<file path="config.mk">
export PLATFORM = sky130hd
export DESIGN_NAME = seq_alu
export DESIGN_NICKNAME = d
export VERILOG_FILES = /design/src/rtl/alu_pkg.sv /design/src/rtl/alu_comb.sv /design/src/rtl/seq_alu.sv
export SDC_FILE = /design/constraint.sdc
export NUM_CORES = 1
export LEC_CHECK = 0
export BUFFER_PORTS_ARGS = -buffer_cell sky130_fd_sc_hd__buf_2
export CORE_MARGIN = 2
export CORE_UTILIZATION = 55
export DETAILED_ROUTE_END_ITERATION = 10
export HOLD_SLACK_MARGIN = 0.05
export PLACE_DENSITY = 0.78
export SYNTH_ARGS = -nofsm -noshare
export SYNTH_HDL_FRONTEND = slang
export SYNTH_HIERARCHICAL = 1
export SYNTH_SLANG_ARGS = --single-unit
export TNS_END_PERCENT = 50
</file>
<file path="constraint.sdc">
create_clock -name CLK -period 2 [get_ports CLK]
set_input_delay 0.4 -clock CLK [delete_from_list [all_inputs] [get_ports CLK]]
set_output_delay 0.4 -clock CLK [all_outputs]
set_load 0.01 [all_outputs]
</file>
<file path="src/rtl/alu_pkg.sv">
// Shared opcode and FSM state definitions for the sequential ALU.
package alu_pkg;

  localparam logic [2:0] OP_FWD = 3'b000;
  localparam logic [2:0] OP_ADD = 3'b001;
  localparam logic [2:0] OP_AND = 3'b010;
  localparam logic [2:0] OP_OR  = 3'b011;
  localparam logic [2:0] OP_SUB = 3'b100;
  localparam logic [2:0] OP_XOR = 3'b101;
  localparam logic [2:0] OP_MUL = 3'b110;
  localparam logic [2:0] OP_ROR = 3'b111;

  typedef enum logic [1:0] {
    ST_IDLE = 2'b00,
    ST_BUSY = 2'b01,
    ST_DONE = 2'b10
  } state_t;

endpackage

</file>
<file path="src/rtl/alu_comb.sv">
// Combinational single-cycle ALU operations and their arithmetic flags.
// MUL yields 0 and ROR passes DATA1 through; both are finished by the
// iterative datapath in seq_alu (ROR by 0 uses this pass-through directly).
module alu_comb
  import alu_pkg::*;
#(
  parameter int WIDTH = 8
) (
  input  logic [WIDTH-1:0] a,
  input  logic [WIDTH-1:0] b,
  input  logic [2:0]       op,
  output logic [WIDTH-1:0] y,
  output logic             carry,
  output logic             overflow
);

  logic [WIDTH:0] sum;
  logic [WIDTH:0] diff;

  assign sum  = {1'b0, a} + {1'b0, b};
  assign diff = {1'b0, a} - {1'b0, b};

  // Select the result and flags for the current opcode
  always_comb begin
    y        = '0;
    carry    = 1'b0;
    overflow = 1'b0;
    case (op)
      OP_FWD: y = b;
      OP_ADD: begin
        y        = sum[WIDTH-1:0];
        carry    = sum[WIDTH];
        overflow = (a[WIDTH-1] == b[WIDTH-1]) && (sum[WIDTH-1] != a[WIDTH-1]);
      end
      OP_AND: y = a & b;
      OP_OR:  y = a | b;
      OP_SUB: begin
        y        = diff[WIDTH-1:0];
        carry    = diff[WIDTH];  // borrow out: a < b unsigned
        overflow = (a[WIDTH-1] != b[WIDTH-1]) && (diff[WIDTH-1] != a[WIDTH-1]);
      end
      OP_XOR: y = a ^ b;
      OP_ROR: y = a;
      default: y = '0;
    endcase
  end

endmodule

</file>
<file path="src/rtl/seq_alu.sv">
// Handshaked ALU: single-cycle ops via alu_comb, iterative shift-add MUL
// and bit-serial rotate-right, with a registered result held until consumed.
module seq_alu
  import alu_pkg::*;
#(
  parameter int WIDTH = 8
) (
  input  logic             CLK,
  input  logic             RESET,
  input  logic             IN_VALID,
  output logic             IN_READY,
  input  logic [WIDTH-1:0] DATA1,
  input  logic [WIDTH-1:0] DATA2,
  input  logic [2:0]       SELECT,
  output logic             OUT_VALID,
  input  logic             OUT_READY,
  output logic [WIDTH-1:0] RESULT,
  output logic             ZERO,
  output logic             CARRY,
  output logic             OVERFLOW
);

  localparam int CNT_W = $clog2(WIDTH);

  state_t           state;
  logic             is_mul;
  logic [CNT_W-1:0] cnt;
  logic [WIDTH-1:0] mcand;
  logic [WIDTH-1:0] mplier;
  logic [WIDTH-1:0] acc;
  logic [WIDTH-1:0] rot;

  logic [WIDTH-1:0] comb_y;
  logic             comb_c;
  logic             comb_v;
  logic [CNT_W-1:0] amount;
  logic             accept;
  logic             iterative;
  logic [WIDTH-1:0] acc_next;
  logic [WIDTH-1:0] rot_next;
  logic [WIDTH-1:0] iter_y;

  alu_comb #(.WIDTH(WIDTH)) u_comb (
    .a        (DATA1),
    .b        (DATA2),
    .op       (SELECT),
    .y        (comb_y),
    .carry    (comb_c),
    .overflow (comb_v)
  );

  assign amount    = DATA2[CNT_W-1:0];
  assign accept    = (state == ST_IDLE) && IN_VALID;
  assign iterative = (SELECT == OP_MUL) || ((SELECT == OP_ROR) && (amount != '0));
  assign acc_next  = acc + (mplier[0] ? mcand : '0);
  assign rot_next  = {rot[0], rot[WIDTH-1:1]};
  assign iter_y    = is_mul ? acc_next : rot_next;

  // Ready is forced low while reset is held, even though the state reads IDLE
  assign IN_READY  = (state == ST_IDLE) && !RESET;
  assign OUT_VALID = (state == ST_DONE);

  // Control FSM plus output registers; cnt holds remaining iterations minus one
  always_ff @(posedge CLK or posedge RESET) begin
    if (RESET) begin
      state    <= ST_IDLE;
      is_mul   <= 1'b0;
      cnt      <= '0;
      RESULT   <= '0;
      ZERO     <= 1'b0;
      CARRY    <= 1'b0;
      OVERFLOW <= 1'b0;
    end else begin
      case (state)
        ST_IDLE: begin
          if (IN_VALID) begin
            if (iterative) begin
              is_mul <= (SELECT == OP_MUL);
              cnt    <= (SELECT == OP_MUL) ? CNT_W'(WIDTH - 1) : amount - 1'b1;
              state  <= ST_BUSY;
            end else begin
              RESULT   <= comb_y;
              ZERO     <= (comb_y == '0);
              CARRY    <= comb_c;
              OVERFLOW <= comb_v;
              state    <= ST_DONE;
            end
          end
        end
        ST_BUSY: begin
          if (cnt == '0) begin
            RESULT   <= iter_y;
            ZERO     <= (iter_y == '0);
            CARRY    <= 1'b0;
            OVERFLOW <= 1'b0;
            state    <= ST_DONE;
          end else begin
            cnt <= cnt - 1'b1;
          end
        end
        ST_DONE: begin
          if (OUT_READY) state <= ST_IDLE;
        end
        default: state <= ST_IDLE;
      endcase
    end
  end

  // Iteration datapath: operand capture at accept, one step per BUSY cycle
  always_ff @(posedge CLK) begin
    if (accept) begin
      mcand  <= DATA1;
      mplier <= DATA2;
      acc    <= '0;
      rot    <= DATA1;
    end else if (state == ST_BUSY) begin
      acc    <= acc_next;
      mcand  <= mcand << 1;
      mplier <= mplier >> 1;
      rot    <= rot_next;
    end
  end

endmodule
</file>
Word level (Yosys, flattened, before mapping)
Cells that the tools add are included.
Storage, ports and cells
  flip-flop bits (word level): 49
  input bits: 23
  output and inout port bits: 13
  logic and storage cells: 93
Operators by class
  add/subtract/negate cells: 5
  eq/ne operators: 19
  mux-type cells: 36
  bitwise logic cells: 3
  reduce and logical (&&, ||, !) cells: 19
Operator list (number)
  $mux 8: 11
  $pmux 8 s7: 1
  $logic_not 8->1: 2
  $pmux 8 s2: 1
  $eq 3x3->1 const B: 4
  $mux 3: 4
  $ne 2x2->1 const B: 5
  $pmux 1 s2: 5
  $add 8x8->9: 1
  $sub 8x8->9: 1
  $add 8x8->8: 1
  $and 8x8->8: 1
  $mux 1: 8
  $mux 2: 4
  $or 8x8->8: 1
  $reduce_and 4->1: 2
  $xor 8x8->8: 1
  $eq 3x2->1 const B: 2
  $logic_not 3->1: 2
  $pmux 2 s3: 1
  $pmux 3 s2: 1
  $reduce_and 3->1: 2
  $sub 3x1->3 const B: 2
  $logic_and 1x1->1: 5
  other kinds (11): 14

Longest topological paths before layout
  word-level depth: 7
  mapped depth: 13
  depth with buffers taken out: 13

Cells and area by module
Netlist, hierarchy kept.
Modules (own cells, without submodules)
  seq_alu: instances 1, cells an instance 291, area an instance 2693.8 sq um, seq. area each 1306.3 sq um
  alu_comb: instances 1, cells an instance 178, area an instance 1290.0 sq um, seq. area each 0.0 sq um

Worst setup path after synthesis
OpenSTA, ideal clock, no wires.
  path type: input to register
  from: input DATA1[2]
  to: register ZERO
  library setup time: 0.092 ns
  arrival: 2.379 ns
  data required time: 1.908 ns
  path slack: -0.471 ns
  stages on the path: 13
  buffers on the path: 1
  cell sequence: inv_1 -> ha_1 -> buf_6 -> inv_2 -> a211o_1 -> a221o_1 -> a221oi_1 -> o21ai_1 -> nor4_1 -> nand2_1 -> nor4_2 -> a21oi_1 -> o31ai_2
On the way
  cells in the longest elaborated chain, start to end: 6
  elaborated cells on any way between the ends: 10
RTL lines
  start, declared: RTL line seq_alu.sv:12  | input logic [WIDTH-1:0] DATA1,
  $sub 8x8->9 or $add 8x8->9 (tied branches): RTL line alu_comb.sv:21, alu_comb.sv:20
  $pmux 8 s7 (*): RTL line alu_comb.sv:28  | case (op)
  named net comb_y[7]: RTL line seq_alu.sv:33  | logic [WIDTH-1:0] comb_y;
  $logic_not 8->1 (*): RTL line seq_alu.sv:83  | ZERO <= (comb_y == '0);
  $mux 1 (*): RTL line seq_alu.sv:77  | if (iterative) begin
  $mux 1 (*): RTL line seq_alu.sv:76  | if (IN_VALID) begin
  $pmux 1 s2 (*): RTL line seq_alu.sv:74  | case (state)
  end signal, assigned: RTL line seq_alu.sv:83
  end signal, assigned: RTL line seq_alu.sv:93  | ZERO <= (iter_y == '0);
  end, declared: RTL line seq_alu.sv:18  | output logic ZERO,
The timed path passes the listed nets; every way through them passes the cells marked *. The select of a mux whose other input is x is not followed.
A chain may end at the register's enable or synchronous reset.

Worst setup path in the final report
  from: register mplier[0]
  to: register ZERO
On the way
  cells in the longest elaborated chain, start to end: 6
RTL lines
  start, declared: RTL line seq_alu.sv:29  | logic [WIDTH-1:0] mplier;
  start signal, assigned: RTL line seq_alu.sv:119  | mplier <= mplier >> 1;
  $mux 8: RTL line seq_alu.sv:55  | assign acc_next = acc + (mplier[0] ? mcand : '0);
  $add 8x8->8: RTL line seq_alu.sv:55
  $mux 8: RTL line seq_alu.sv:57  | assign iter_y = is_mul ? acc_next : rot_next;
  $logic_not 8->1: RTL line seq_alu.sv:93
  $mux 1: RTL line seq_alu.sv:91  | if (cnt == '0) begin
  $pmux 1 s2: RTL line seq_alu.sv:74
Every way passes these cells. The select of a mux whose other input is x is not followed.

==> results by group <==
Pwr
  – Peak VDD IR: approximately 500 uV
  – Leakage: about 0.0026 uW
  – Cell area power density: approximately 1200 nW/um2

Detailed routing
  – DRC: 0
  – Vias per cell: between 6 and 7
  – Via count: around 4,300
  – Initial DRC Count: 426
  – First-pass detailed-route iteration total: 5
  – Routed WL per cell: between 15 and 20 um
  – Routed WL: 14,010 um
  – Antenna Nets Post-Route: 0

Die
  – Die X: 89.11 um
  – Core Area: about 7100 um2
  – # rows: 31
  – Die ar.: roughly 8000 um2
  – Initial Util: 55.82%
  – Die Y: 89.11 um
  – # IOs: 36

Clock network
  – H-tree Lvls: 2
  – Root Buffer Master: clkbuf_8
  – CTS sink count: 49
  – CTS tree: built
  – Clock Tree Buf Depth: 2
  – Cts hold-fix bufs: 0
  – Worst-Skew Late Latency: 0.31 ns
  – Clock-pin slew on the worst setup and hold paths: approximately 0.10 ns
  – CTS buffer count: 5

Finish
  – Non-Filler Instances: just over 700
  – Post-Layout Inst Area: ~5700 um2
  – Number of antenna diodes: 0
  – Nets: 671
  – Synthesis-to-finish area growth: 43.72%
  – FF+latch area: 1306 um2
  – Fillers: around 470
  – Layout cell share with drive strength beyond 1: between 40% and 50%
  – Commonest non-fill, non-tap cell in the layout: buf_4
  – Multi-input logic area: 2849 um2
  – Fin util: 80.22%
  – Most frequent cells in the layout: 113 x buf_4, 81 x nand2_1, 29 x buf_2

Worst hold path
  – Hold WC Path Type: input pin to asynchronous set/reset pin

Timing
  – WHS: about 0.17 ns
  – Final worst slack: -0.4923 ns
  – Max-slew violations: 0
  – Slew headroom: a little over half
  – Peak Freq: 401.2 MHz
  – Worst slew pin tran: 0.6968 ns
  – Final hold vios: 0
  – Post-route minimum period: between 2 and 2.5 ns
  – Tcrit/Tclk final: 124.6%
  – Clk_skew: between 0.01 and 0.015 ns
  – Final setup violation count: 17
  – RSZ-0062 raised after global routing: yes

Run status
  – Failing checks: negative setup slack
  – Status: finished, violations left

Logic synthesis
  – Syn_area_per_cell: around 8.5 um2
  – Synthesized cell area: 3984 um2
  – EDFF count, synth: 24
  – Synth unique cells: 65
  – Cells after Synth: ~470
  – Synth async-reset ratio: between 30% and 40%
  – Synthesis-stage register bit count: between 40 and 50
  – Synth warn: 6
  – Predominant post-synthesis flop cell: edfxtp_1
  – Post-synthesis sequential area ratio: between 30% and 40%
  – Post-Synthesis Net Count: 532

Setup path
  – CP max stage delay: ~0.50 ns
  – CP endpoint kind: flip-flop
  – Reg-to-reg startpoint: mplier[0]
  – Reg2Reg Depth: 11
  – Crit path cell chain: buf_4, buf_6, nand2_4, inv_2, ha_4, a21o_1, a21oi_2, xnor2_2, mux2i_2, nand4_1, o31ai_2
  – Worst-path fanout max: 5
  – CP Data Required Time: 2.22 ns
  – Startpoint types: flip-flop
  – WS Path Type: flip-flop to flip-flop
  – Crit-path slowest cell: edfxtp_1
  – Crit path DAT: approximately 2.7 ns
  – Reg2Reg Setup Slack: -0.49 ns
  – FF-to-FF End: ZERO

Global routing
  – Tot GR Track Use: approximately 31%
  – Antenna violations before repair: 0
  – Overflow left after global routing: 0
  – First-pass GRT wire length: about 19,000 um
  – Vias in the first global route: roughly 4,000
  – Pin count of the biggest net entering global routing: 28

Placement
  – Port Buf Inserts: 35
  – DP HPWL: between 9000 and 10,000 um
  – DP Area: between 5000 and 6000 um2
  – Dpl cells: 690
  – Setup WS pre-CTS: -0.7674 ns
  – GPL Wtd Cong: about 0.97

Job
  – Max-cap violations: 0
==> routing by layer <==
| metal | track usage [%] | wire length, um | up-vias |
|---|---|---|---|
| met5 | 0 | 0 | - |
| met4 | 11.94 | 657 | 0 |
| met1 | 38.51 | 5178 | 2058 |
| met3 | 3.232 | 1032 | 66 |
| li1 | - | - | 1939 |
| met2 | 55.49 | 7139 | 283 |
==> cells by family after synthesis <==
family | after synthesis | share of synthesized area (%)
AOI/OAI and AO/OA | 132 | 22.64
buffers and inverters | 60 | 6.281
muxes | 15 | 3.863
DFF | 49 | 32.79
and+or+nand+nor | 164 | 19.32
xor gates and xnor gates | 9 | 1.979
adders and majority gates | 40 | 13.13
==> state kept, by name, indices dropped and copies added (netlist names) <==
| name | cells |
|---|---|
| mplier | 8 |
| state | 2 |
| rot | 8 |
| mcand | 8 |
| RESULT | 8 |
| ZERO | 1 |
| CARRY | 1 |
| OVERFLOW | 1 |
| acc | 8 |
| is_mul | 1 |
| cnt | 3 |
==> final cells by class <==
type / count / share of cell area, %
clock buffer: 5 / 1.202
clock inverter: 3 / 0.7212
inverter: 38 / 2.885
multi-input combinational: 360 / 49.76
sequential: 49 / 22.81
tap: 99 / 2.163
timing repair buffer: 154 / 20.45
==> synthesized netlist by cell type, drive strengths merged (8+ instances only) <==
master   n  area [um2]
a21oi   28       140.1
a221oi  11       96.34
and2     9       56.30
buf     10       62.56
clkbuf  12       45.04
dfrtp   17       425.4
dfxtp    8       160.2
edfxtp  24       720.7
ha      37       462.9
inv     38       142.6
mux2i   12       120.1
nand2   83       311.6
nand2b  10       62.56
nor2    24       90.09
nor3     8       45.04
o21ai   34       170.2
==> stage by stage <==
step	setup TNS, ns	power (uW)
floorplan	-0.8733	3666
global placement	-5.185	4728
detailed placement	-6.308	4865
CTS	-2.194	5977
global route	-4.457	6981
finish	-3.309	6650
==> worst max path at each step <==
stage / cells after the start / to / startpoint / slack (ns)
2_1_floorplan: 13 / ZERO / DATA2[2] / -0.41
3_3_place_gp: 13 / ZERO / DATA2[2] / -0.70
5_1_grt: 15 / ZERO / DATA1[0] / -0.57
3_5_place_dp: 13 / ZERO / DATA1[1] / -0.77
4_1_cts: 14 / ZERO / DATA1[0] / -0.39
6_report: 11 / ZERO / mplier[0] / -0.49
==> what timing repair did <==
action | in CTS | in global routing
endpoints found under the hold margin | 0 | 0
setup endpoints to repair | 14 | 14
setup buffers | 3 | 7
pin swaps | 15 | 18
resized for setup | 48 | 53
gates cloned | 0 | 0
==> power breakdown <==
group / internal, uW / switching (uW) / leakage (uW) / total [uW]
clock: 369 / 358 / 0.0000518 / 727
sequential: 1620 / 351 / 0.000510 / 1970
combinational: 1780 / 2180 / 0.00208 / 3960
total: 3760 / 2880 / 0.00264 / 6650
==> critical path, delay by kind of cell (launching register included) <==
family | cells | cell delay (ns)
AO/OA/AOI/OAI | 3 | 0.61
XOR/XNOR | 1 | 0.13
adder cells (fa/ha/maj) | 1 | 0.23
buffers and inverters | 3 | 0.35
flip-flops | 1 | 0.50
multiplexers | 1 | 0.32
AND/OR/NAND/NOR | 2 | 0.25
Power figures use the tool's default switching activity.
